$ cat src/rtl/usb_tx_pkg.sv
// Shared constants and helpers for the full-speed USB transmit path.
// Line symbols are packed as {dp, dn}.
package usb_tx_pkg;

  localparam logic [2:0] ST_IDLE    = 3'd0;
  localparam logic [2:0] ST_SYNC    = 3'd1;
  localparam logic [2:0] ST_DATA    = 3'd2;
  localparam logic [2:0] ST_EOP_SE0 = 3'd3;
  localparam logic [2:0] ST_EOP_J   = 3'd4;

  localparam logic [7:0] SYNC_BYTE   = 8'h80;
  localparam logic [2:0] STUFF_LIMIT = 3'd6;

  localparam logic [1:0] LINE_J   = 2'b10;
  localparam logic [1:0] LINE_K   = 2'b01;
  localparam logic [1:0] LINE_SE0 = 2'b00;

  localparam logic [1:0] OP_NORMAL     = 2'b00;
  localparam logic [1:0] OP_NODRIVE    = 2'b01;
  localparam logic [1:0] OP_RAW        = 2'b10;
  localparam logic [1:0] OP_NORMAL_ALT = 2'b11;

  // Line level (1 = J) for the next bit; raw mode maps the bit straight to J/K.
  function automatic logic nrzi_next(input logic raw, input logic data_bit, input logic prev_j);
    if (raw) return data_bit;
    return data_bit ? prev_j : ~prev_j;
  endfunction

  function automatic logic [1:0] line_sym(input logic j);
    return j ? LINE_J : LINE_K;
  endfunction

endpackage

$ cat src/rtl/usb_bit_strobe.sv
// Bit-time divider: strobe marks the last system clock of each bit period.
// A synchronous clear restarts the period so the next bit lasts a full CLK_DIV clocks.
module usb_bit_strobe #(
  parameter int CLK_DIV = 5
) (
  input  logic clk,
  input  logic rst,
  input  logic clear,
  output logic strobe
);

  localparam int CW = $clog2(CLK_DIV);
  localparam logic [CW-1:0] TOP = CW'(CLK_DIV - 1);

  logic [CW-1:0] cnt;

  always_ff @(posedge clk or posedge rst) begin
    if (rst) begin
      cnt <= TOP;
    end else if (clear || cnt == '0) begin
      cnt <= TOP;
    end else begin
      cnt <= cnt - 1'b1;
    end
  end

  assign strobe = (cnt == '0) && !clear;

endmodule

$ cat src/rtl/usb_fs_tx.sv
// Full-speed USB transmit serializer: UTMI bytes in, SYNC + NRZI/bit-stuffed data + EOP out.
// Handshake: utmi_tx_ready pulses for one clk at a byte-load point while utmi_tx_valid is high; the byte is taken at that edge.
module usb_fs_tx
  import usb_tx_pkg::*;
#(
  parameter int CLK_DIV = 5
) (
  input  logic       clk,
  input  logic       rst,
  input  logic [7:0] utmi_tx_data,
  input  logic       utmi_tx_valid,
  output logic       utmi_tx_ready,
  input  logic [1:0] utmi_tx_op_mode,
  output logic       usb_dp_o,
  output logic       usb_dn_o,
  output logic       usb_oe,
  output logic       tx_busy,
  output logic [2:0] fsm_state
);

  logic [2:0] state, state_n;
  logic [7:0] shreg, shreg_n;
  logic [2:0] bit_idx, idx_n;
  logic [2:0] ones, ones_n;
  logic       line_j, line_n;
  logic       stuff, stuff_n;
  logic       raw, raw_n;
  logic [1:0] sym_n;
  logic       oe_n;
  logic       strobe;
  logic       in_byte, need_stuff, load_pt, start;
  logic       emit, nb;

  usb_bit_strobe #(.CLK_DIV(CLK_DIV)) u_strobe (
    .clk    (clk),
    .rst    (rst),
    .clear  (state == ST_IDLE),
    .strobe (strobe)
  );

  assign in_byte    = (state == ST_SYNC) || (state == ST_DATA);
  assign need_stuff = in_byte && !raw && !stuff && (ones == STUFF_LIMIT);
  assign load_pt    = strobe && in_byte && !need_stuff && (bit_idx == 3'd7);
  assign start      = (state == ST_IDLE) && utmi_tx_valid && (utmi_tx_op_mode != OP_NODRIVE);

  assign utmi_tx_ready = load_pt && utmi_tx_valid;
  assign tx_busy       = (state != ST_IDLE);
  assign fsm_state     = state;

  // shreg holds the bits not yet on the line; each pad update is computed one clk ahead and registered.
  always_comb begin
    state_n = state;
    shreg_n = shreg;
    idx_n   = bit_idx;
    ones_n  = ones;
    line_n  = line_j;
    stuff_n = stuff;
    raw_n   = raw;
    sym_n   = {usb_dp_o, usb_dn_o};
    oe_n    = usb_oe;
    emit    = 1'b0;
    nb      = 1'b0;
    case (state)
      ST_IDLE: begin
        sym_n = LINE_J;
        oe_n  = 1'b0;
        if (start) begin
          state_n = ST_SYNC;
          shreg_n = {1'b0, SYNC_BYTE[7:1]};
          idx_n   = 3'd0;
          stuff_n = 1'b0;
          raw_n   = (utmi_tx_op_mode == OP_RAW);
          line_n  = nrzi_next(raw_n, SYNC_BYTE[0], 1'b1);
          ones_n  = (SYNC_BYTE[0] && !raw_n) ? 3'd1 : 3'd0;
          sym_n   = line_sym(line_n);
          oe_n    = 1'b1;
        end
      end
      ST_SYNC, ST_DATA: begin
        if (strobe) begin
          if (need_stuff) begin
            stuff_n = 1'b1;
            ones_n  = 3'd0;
            line_n  = ~line_j;
            sym_n   = line_sym(line_n);
          end else begin
            stuff_n = 1'b0;
            if (bit_idx == 3'd7) begin
              if (utmi_tx_valid) begin
                state_n = ST_DATA;
                shreg_n = {1'b0, utmi_tx_data[7:1]};
                idx_n   = 3'd0;
                nb      = utmi_tx_data[0];
                emit    = 1'b1;
              end else begin
                state_n = ST_EOP_SE0;
                idx_n   = 3'd0;
                sym_n   = LINE_SE0;
              end
            end else begin
              shreg_n = {1'b0, shreg[7:1]};
              idx_n   = bit_idx + 3'd1;
              nb      = shreg[0];
              emit    = 1'b1;
            end
          end
        end
      end
      ST_EOP_SE0: begin
        if (strobe) begin
          if (bit_idx == 3'd1) begin
            state_n = ST_EOP_J;
            sym_n   = LINE_J;
          end else begin
            idx_n = bit_idx + 3'd1;
          end
        end
      end
      ST_EOP_J: begin
        if (strobe) begin
          state_n = ST_IDLE;
          line_n  = 1'b1;
          sym_n   = LINE_J;
          oe_n    = 1'b0;
        end
      end
      default: begin
        state_n = ST_IDLE;
        sym_n   = LINE_J;
        oe_n    = 1'b0;
      end
    endcase
    if (emit) begin
      line_n = nrzi_next(raw, nb, line_j);
      ones_n = (nb && !raw) ? ones + 3'd1 : 3'd0;
      sym_n  = line_sym(line_n);
    end
  end

  always_ff @(posedge clk or posedge rst) begin
    if (rst) begin
      state    <= ST_IDLE;
      shreg    <= 8'h00;
      bit_idx  <= 3'd0;
      ones     <= 3'd0;
      line_j   <= 1'b1;
      stuff    <= 1'b0;
      raw      <= 1'b0;
      usb_dp_o <= 1'b1;
      usb_dn_o <= 1'b0;
      usb_oe   <= 1'b0;
    end else begin
      state    <= state_n;
      shreg    <= shreg_n;
      bit_idx  <= idx_n;
      ones     <= ones_n;
      line_j   <= line_n;
      stuff    <= stuff_n;
      raw      <= raw_n;
      usb_dp_o <= sym_n[1];
      usb_dn_o <= sym_n[0];
      usb_oe   <= oe_n;
    end
  end

endmodule

$ cat config.mk
export PLATFORM = sky130hd
export DESIGN_NAME = usb_fs_tx
export DESIGN_NICKNAME = d
export VERILOG_FILES = /design/src/rtl/usb_tx_pkg.sv /design/src/rtl/usb_bit_strobe.sv /design/src/rtl/usb_fs_tx.sv
export SDC_FILE = /design/constraint.sdc
export NUM_CORES = 1
export LEC_CHECK = 0
export ABC_CLOCK_PERIOD_IN_PS = 2100
export BUFFER_PORTS_ARGS = -buffer_cell sky130_fd_sc_hd__buf_2
export CAP_MARGIN = 20
export CORE_MARGIN = 3
export CORE_UTILIZATION = 45
export CTS_BUF_LIST = sky130_fd_sc_hd__clkbuf_4 sky130_fd_sc_hd__clkbuf_8
export DETAILED_ROUTE_END_ITERATION = 6
export PLACE_DENSITY = 0.68
export SETUP_SLACK_MARGIN = 0.02
export SLEW_MARGIN = 20
export SYNTH_ARGS = -nofsm -noshare
export SYNTH_HDL_FRONTEND = slang
export SYNTH_SLANG_ARGS = --single-unit
$ cat constraint.sdc
create_clock -name clk -period 2.1 [get_ports clk]
set_clock_uncertainty 0.15 [all_clocks]
set_input_delay 0.21 -clock clk [delete_from_list [all_inputs] [get_ports clk]]
set_output_delay 0.21 -clock clk [all_outputs]
set_load 0.02 [all_outputs]
## Word level (Yosys, flattened, before mapping)

Cells that the tools add are included.

| operators by class | value |
|---|---|
| $add $sub $neg | 3 |
| eq/ne operators | 26 |
| muxes and demuxes | 77 |
| bitwise logic cells | 2 |
| reductions and logical operators | 35 |

Operators by type and width:

| cell | count |
|---|---|
| $mux 3 | 18 |
| $mux 8 | 5 |
| $mux 1 | 34 |
| $mux 2 | 12 |
| $ne 3x3->1 const B | 7 |
| $ne 2x2->1 const B | 8 |
| $pmux 8 s2 | 1 |
| $pmux 3 s4 | 1 |
| $reduce_and 6->1 | 2 |
| $logic_and 1x1->1 | 11 |
| $reduce_and 5->1 | 2 |
| $eq 3x3->1 const B | 3 |
| $pmux 3 s3 | 1 |
| $reduce_bool 3->1 | 3 |
| $ne 4x4->1 const B | 2 |
| $pmux 2 s4 | 1 |
| $reduce_and 7->1 | 1 |
| $add 3x1->3 const B | 2 |
| $eq 3x1->1 const B | 2 |
| $eq 3x2->1 const B | 2 |
| $logic_not 3->1 | 2 |
| $pmux 1 s3 | 2 |
| $pmux 3 s2 | 1 |
| $logic_not 1->1 | 4 |
| other kinds (13) | 16 |

| word-level totals | value |
|---|---|
| bits in registers | 26 |
| output and inout bits | 8 |

## Depth between registers and ports, before layout

| depth | value |
|---|---|
| depth in word-level cells | 13 |
| mapped depth | 9 |

## Modules after synthesis

From an unflattened synthesis, not the netlist that was laid out.

| second synthesis, totals | value |
|---|---|
| cell total of the unflattened synthesis | 160 |
| area, all modules | 1557.7 sq um |

By module, submodules not included:

| module | instances | cells an instance | area an instance (sq um) | seq. area each (sq um) |
|---|---|---|---|---|
| usb_fs_tx | 1 | 145 | 1403.8 | 553.0 |
| usb_bit_strobe | 1 | 15 | 153.9 | 76.3 |

## Least setup slack after synthesis

OpenSTA, ideal clock, no wires.

| path | value |
|---|---|
| kind | register to register |
| from | register state[0], in the netlist fsm_state[0] |
| to | register bit_idx[1] |
| setup time | 0.083 ns |
| arrival | 1.994 ns |
| required time | 1.867 ns |
| setup slack | -0.127 ns |
| stages on the path, launching flop included | 8 |
| buffers on the path | 2 |
| path through | dfrtp_1 -> buf_4 -> or3_1 -> clkbuf_1 -> a21oi_1 -> nor4_1 -> or3b_1 -> o21ai_0 |

| between the ends | value |
|---|---|
| word-level cells in the longest chain between the ends | 7 |

Ends and longest elaborated chain:

| item | line | text |
|---|---|---|
| start: declaration | usb_fs_tx.sv:21 | `logic [2:0] state, state_n;` |
| start signal: assignment | usb_fs_tx.sv:153 | `state <= state_n;` |
| $eq 3x1->1 or $eq 3x2->1 (tied branches) | usb_fs_tx.sv:41, usb_fs_tx.sv:63 |  |
| $logic_or 1x1->1 | usb_fs_tx.sv:41 | `assign in_byte = (state == ST_SYNC) \|\| (state == ST_DATA);` |
| $logic_and 1x1->1 (3 in a row) | usb_fs_tx.sv:42 | `assign need_stuff = in_byte && !raw && !stuff && (ones == STUFF_LIMIT);` |
| $ne 2x2->1 (no source line) | -- |  |
| $reduce_and 6->1 (no source line) | -- |  |
| end signal: assignment | usb_fs_tx.sv:155 | `bit_idx <= idx_n;` |
| end: declaration | usb_fs_tx.sv:23 | `logic [2:0] bit_idx, idx_n;` |

Parallel ways exist; a longest one is shown, timed or not.
A chain may end at the register's enable or synchronous reset.

## Worst setup path in the final report

| path | value |
|---|---|
| from | register ones[0] |
| to | register bit_idx[1] |

| between the ends | value |
|---|---|
| word-level cells in the longest chain between the ends | 4 |

Ends and longest elaborated chain:

| item | line | text |
|---|---|---|
| start: declaration | usb_fs_tx.sv:24 | `logic [2:0] ones, ones_n;` |
| start signal: assignment | usb_fs_tx.sv:156 | `ones <= ones_n;` |
| $eq 3x3->1 | usb_fs_tx.sv:42 |  |
| $logic_and 1x1->1 | usb_fs_tx.sv:42 |  |
| $ne 2x2->1 (no source line) | -- |  |
| $reduce_and 6->1 (no source line) | -- |  |

Every way passes these cells.

==> flow_metrics.py <==
metrics = {
    "setup_path": {
        "cp_max_fo": 4,
        "end_kind": "flop",
        "critPathSlowestCell": "dfrtp_1",
        "cp.required_ns": 2.22,
        "crit_type": "flop to flop",
        "crit_path_max_incr_delay_ns": 0.41,
        "worstSetupStartpointType": "flop",
        "cp_cell_sequence": "inv_1 -> ha_1 -> nand4bb_1 -> nor3_2 -> nor4_4 -> or3b_1 -> o21ai_0",
        "arrival_ns": 2.14,
    },
    "floorplan": {
        "initial_core_util_pct": 47.68,
        "die_area_sq_um": 3983,
        "rows": 20,
        "die_w_microns": 63.11,
        "io_pins": 21,
        "core-area_sq_um": 3078,
        "die_h_microns": 63.11,
    },
    "logic_synthesis": {
        "synth_flop_cell": "dfrtp_1",
        "synth-compound-area-share_pct": 15.43,
        "synth_simple_gate_area_share_pct": 20.38,
        "synthTopCellsByCount": "22 x dfrtp_1, 14 x nand2_1, 11 x nor2_1",
        "yosys_warnings": 0,
        "synth_edf_count": 0,
        "synth_top_family_by_area": "simple AND/OR/NAND/NOR gates",
        "synth_area_sq_um": 1468,
        "synth_top_area_share_pct": 37.51,
        "synth.distinct_cells": 43,
        "yosysMostFrequentCell": "dfrtp_1",
        "async_flop_share_pct": 100.0,
        "synth_area_leaders": "dfrtp_1 38%, ha_1 6.0%, dfstp_2 5.4%",
        "yosysTopAreaCell": "dfrtp_1",
        "syn_inst": 151,
        "synth-xor-area-share_pct": 1.790,
        "syn_avg_cell_area_sq_um": 9.720,
        "synthMuxAreaShare_pct": 7.161,
        "synthAdderAreaFrac_pct": 6.650,
        "syn_nets": 171,
        "seq_area_frac_synth_pct": 42.88,
        "ys_seq_elements": 25,
    },
    "route": {
        "drtAntennaViolNets": 0,
        "vias": 1236,
        "drc": 0,
        "wirelength_mm": 3.354,
        "routedWlPerCell_microns": 14.65,
        "drt-pass1-iter-count": 4,
        "via_per_inst": 5.397,
        "drt-initial-drc-count": 53,
    },
    "cells_and_area": {
        "finalNetCount": 206,
        "drive_gt1_share_pct": 34.59,
        "areaGrowthSynthToFinish_pct": 25.58,
        "diodes": 0,
        "final_cells": 229,
        "postLayoutCoreUtil_pct": 59.88,
    },
    "clocking": {
        "cts_buffers": 3,
        "clock-sinks": 25,
        "cts_buffer_depth": 2,
        "clkTransAtPathRegs_ns": 0.16,
        "htree_levels": 1,
        "cts_tree": "yes",
        "clk_latency_ns": 0.34,
        "cts_root_buffer": "clkbuf_4",
    },
    "placement": {
        "place_ws_ns": 0.03253,
        "post-dp-hpwl_mm": 2.396,
        "io_buffers": 20,
        "placedCellCount": 216,
        "gp_congestion": 0.8100,
    },
    "power_and_ir_drop": {
        "power.leakage_nw": 0.8467,
        "finalPower_w": 0.002013,
        "powerDensity_nw_per_um2": 1092,
        "ir_drop_mv": 0.5882,
    },
    "grt": {
        "grt_overflow_total": 0,
        "antenna_found_initial": 0,
        "grt_max_degree": 22,
        "grt_pass1_vias": 1179,
        "grt_use_total_pct": 17.17,
        "grt_pass1_wl_mm": 5.423,
    },
    "job": {
        "maxCapViolCount": 0,
    },
    "sta": {
        "min_period_over_period_pct": 96.12,
        "finalCriticalPeriod_ns": 2.019,
        "setup_viol": 0,
        "setup_slack_ns": 0.08144,
        "fmax_ghz": 0.4954,
        "worst_pin_slew_ns": 0.7946,
        "hold_viol_final": 0,
        "slew_viol_final": 0,
        "max-slew-margin-rel_pct": 46.97,
        "rsz0062_at_grt": "yes",
    },
    "run_status": {
        "status": "complete, no violations",
    },
    "min_path": {
        "hp-class": "primary input to flop",
    },
}
timing repair:
| item | CTS | global route |
|---|---|---|
| cloned | 0 | 1 |
| pin swaps | 1 | 2 |
| buffers inserted | 1 | 4 |
| gates resized for setup | 1 | 14 |
| hold endpoints to repair | 18 | 0 |
| hold buffers | 3 | 0 |
| setup endpoints to repair | 1 | 10 |
power breakdown:
part	leakage (nW)	switching, W	internal (W)	total (W)
registers	0.321	0.000113	0.000642	0.000755
logic	0.511	0.000536	0.000486	0.00102
clock network	0.0139	0.000162	0.0000731	0.000236
placed cells by master (no fill, tap or decap), types with 3 or more instances in the layout:
cell type | Yosys | layout
ha_1 | 7 | 5
a21o_1 | 4 | 4
o31ai_1 | 6 | 6
dfrtp_1 | 22 | 20
dlygate4sd3_1 | 0 | 3
buf_4 | 2 | 17
inv_1 | 8 | 8
dfstp_2 | 3 | 3
a21oi_1 | 5 | 4
nand2_1 | 14 | 14
clkbuf_4 | 0 | 3
mux2i_1 | 6 | 6
nand2b_1 | 7 | 6
buf_2 | 1 | 19
mux2_2 | 4 | 4
o21ai_0 | 6 | 5
nor2b_1 | 3 | 3
nor2_1 | 11 | 11
layout make-up:
class / count / area, sq um
fillers: 259 / 1235
multi-input cells: 108 / 832.0
well taps: 44 / 55.05
clock inverters: 1 / 7.507
repair buffers: 40 / 264.0
flip-flops and latches: 25 / 631.9
inverters: 8 / 30.03
clock buffers: 3 / 22.52
layer usage:
layer	GRT usage [%]	up-vias	part of all wire, %
met2	26.88	24	49
met4	4.959	0	1.1
met1	24.52	606	47
met5	0	-	0
met3	2.674	5	3.5
li1	-	601	-
final timing paths:
| check | start | end | slack (ns) | cells past startpoint |
|---|---|---|---|---|
| setup reg to reg | ones[0]$_DFFE_PP0P_ | bit_idx[1]$_DFFE_PP0P_ | 0.08 | 7 |
| hold / removal | utmi_tx_data[7] | shreg[6]$_DFFE_PP0P_ | 0.002 | 3 |
| max in group asynchronous | rst | bit_idx[0]$_DFFE_PP0P_ | 0.81 | 4 |
| hold reg to reg | shreg[4]$_DFFE_PP0P_ | shreg[4]$_DFFE_PP0P_ | 0.34 | 2 |
| min in group asynchronous | rst | u_strobe.cnt[1]$_DFF_PP0_ | 0.39 | 3 |
| setup / recovery | ones[0]$_DFFE_PP0P_ | bit_idx[1]$_DFFE_PP0P_ | 0.08 | 7 |
worst max-delay path: cells and delay by family (launching register included):
| family | cells | cell delay [ns] |
|---|---|---|
| fa+ha+maj | 1 | 0.20 |
| buf+inv | 1 | 0.06 |
| flops | 1 | 0.41 |
| simple gates | 4 | 1.08 |
| compound gates | 1 | 0.08 |
logic make-up (layout without fill, tap and decap cells):
| group | count (synthesis) | in the layout |
|---|---|---|
| AO/OA/AOI/OAI | 33 | 33 |
| adder cells (fa/ha/maj) | 8 | 8 |
| AND/OR/NAND/NOR | 54 | 54 |
| flip-flops | 25 | 25 |
| buffers and inverters | 18 | 52 |
| multiplexers | 10 | 10 |
| XOR/XNOR | 3 | 3 |
stage by stage:
| stage | instance area, sq um | setup TNS, ns | hold WS [ns] |
|---|---|---|---|
| 5_1_grt | 1843 | -0.06156 | 0.02722 |
| 6_report | 1843 | 0 | 0.001545 |
| 4_1_cts | 1733 | 0 | 0.01367 |
| 2_1_floorplan | 1485 | 0 | 0.08496 |
| 3_5_place_dp | 1660 | 0 | 0.2499 |
| 3_3_place_gp | 1660 | 0 | 0.2357 |
registers in the layout (all words and copies together), names as in the netlist, 3 cells and up:
name          cells
bit_idx           3
fsm_state         3
shreg             7
ones              3
u_strobe.cnt      3
No activity file was read; power rests on OpenSTA's default activity.
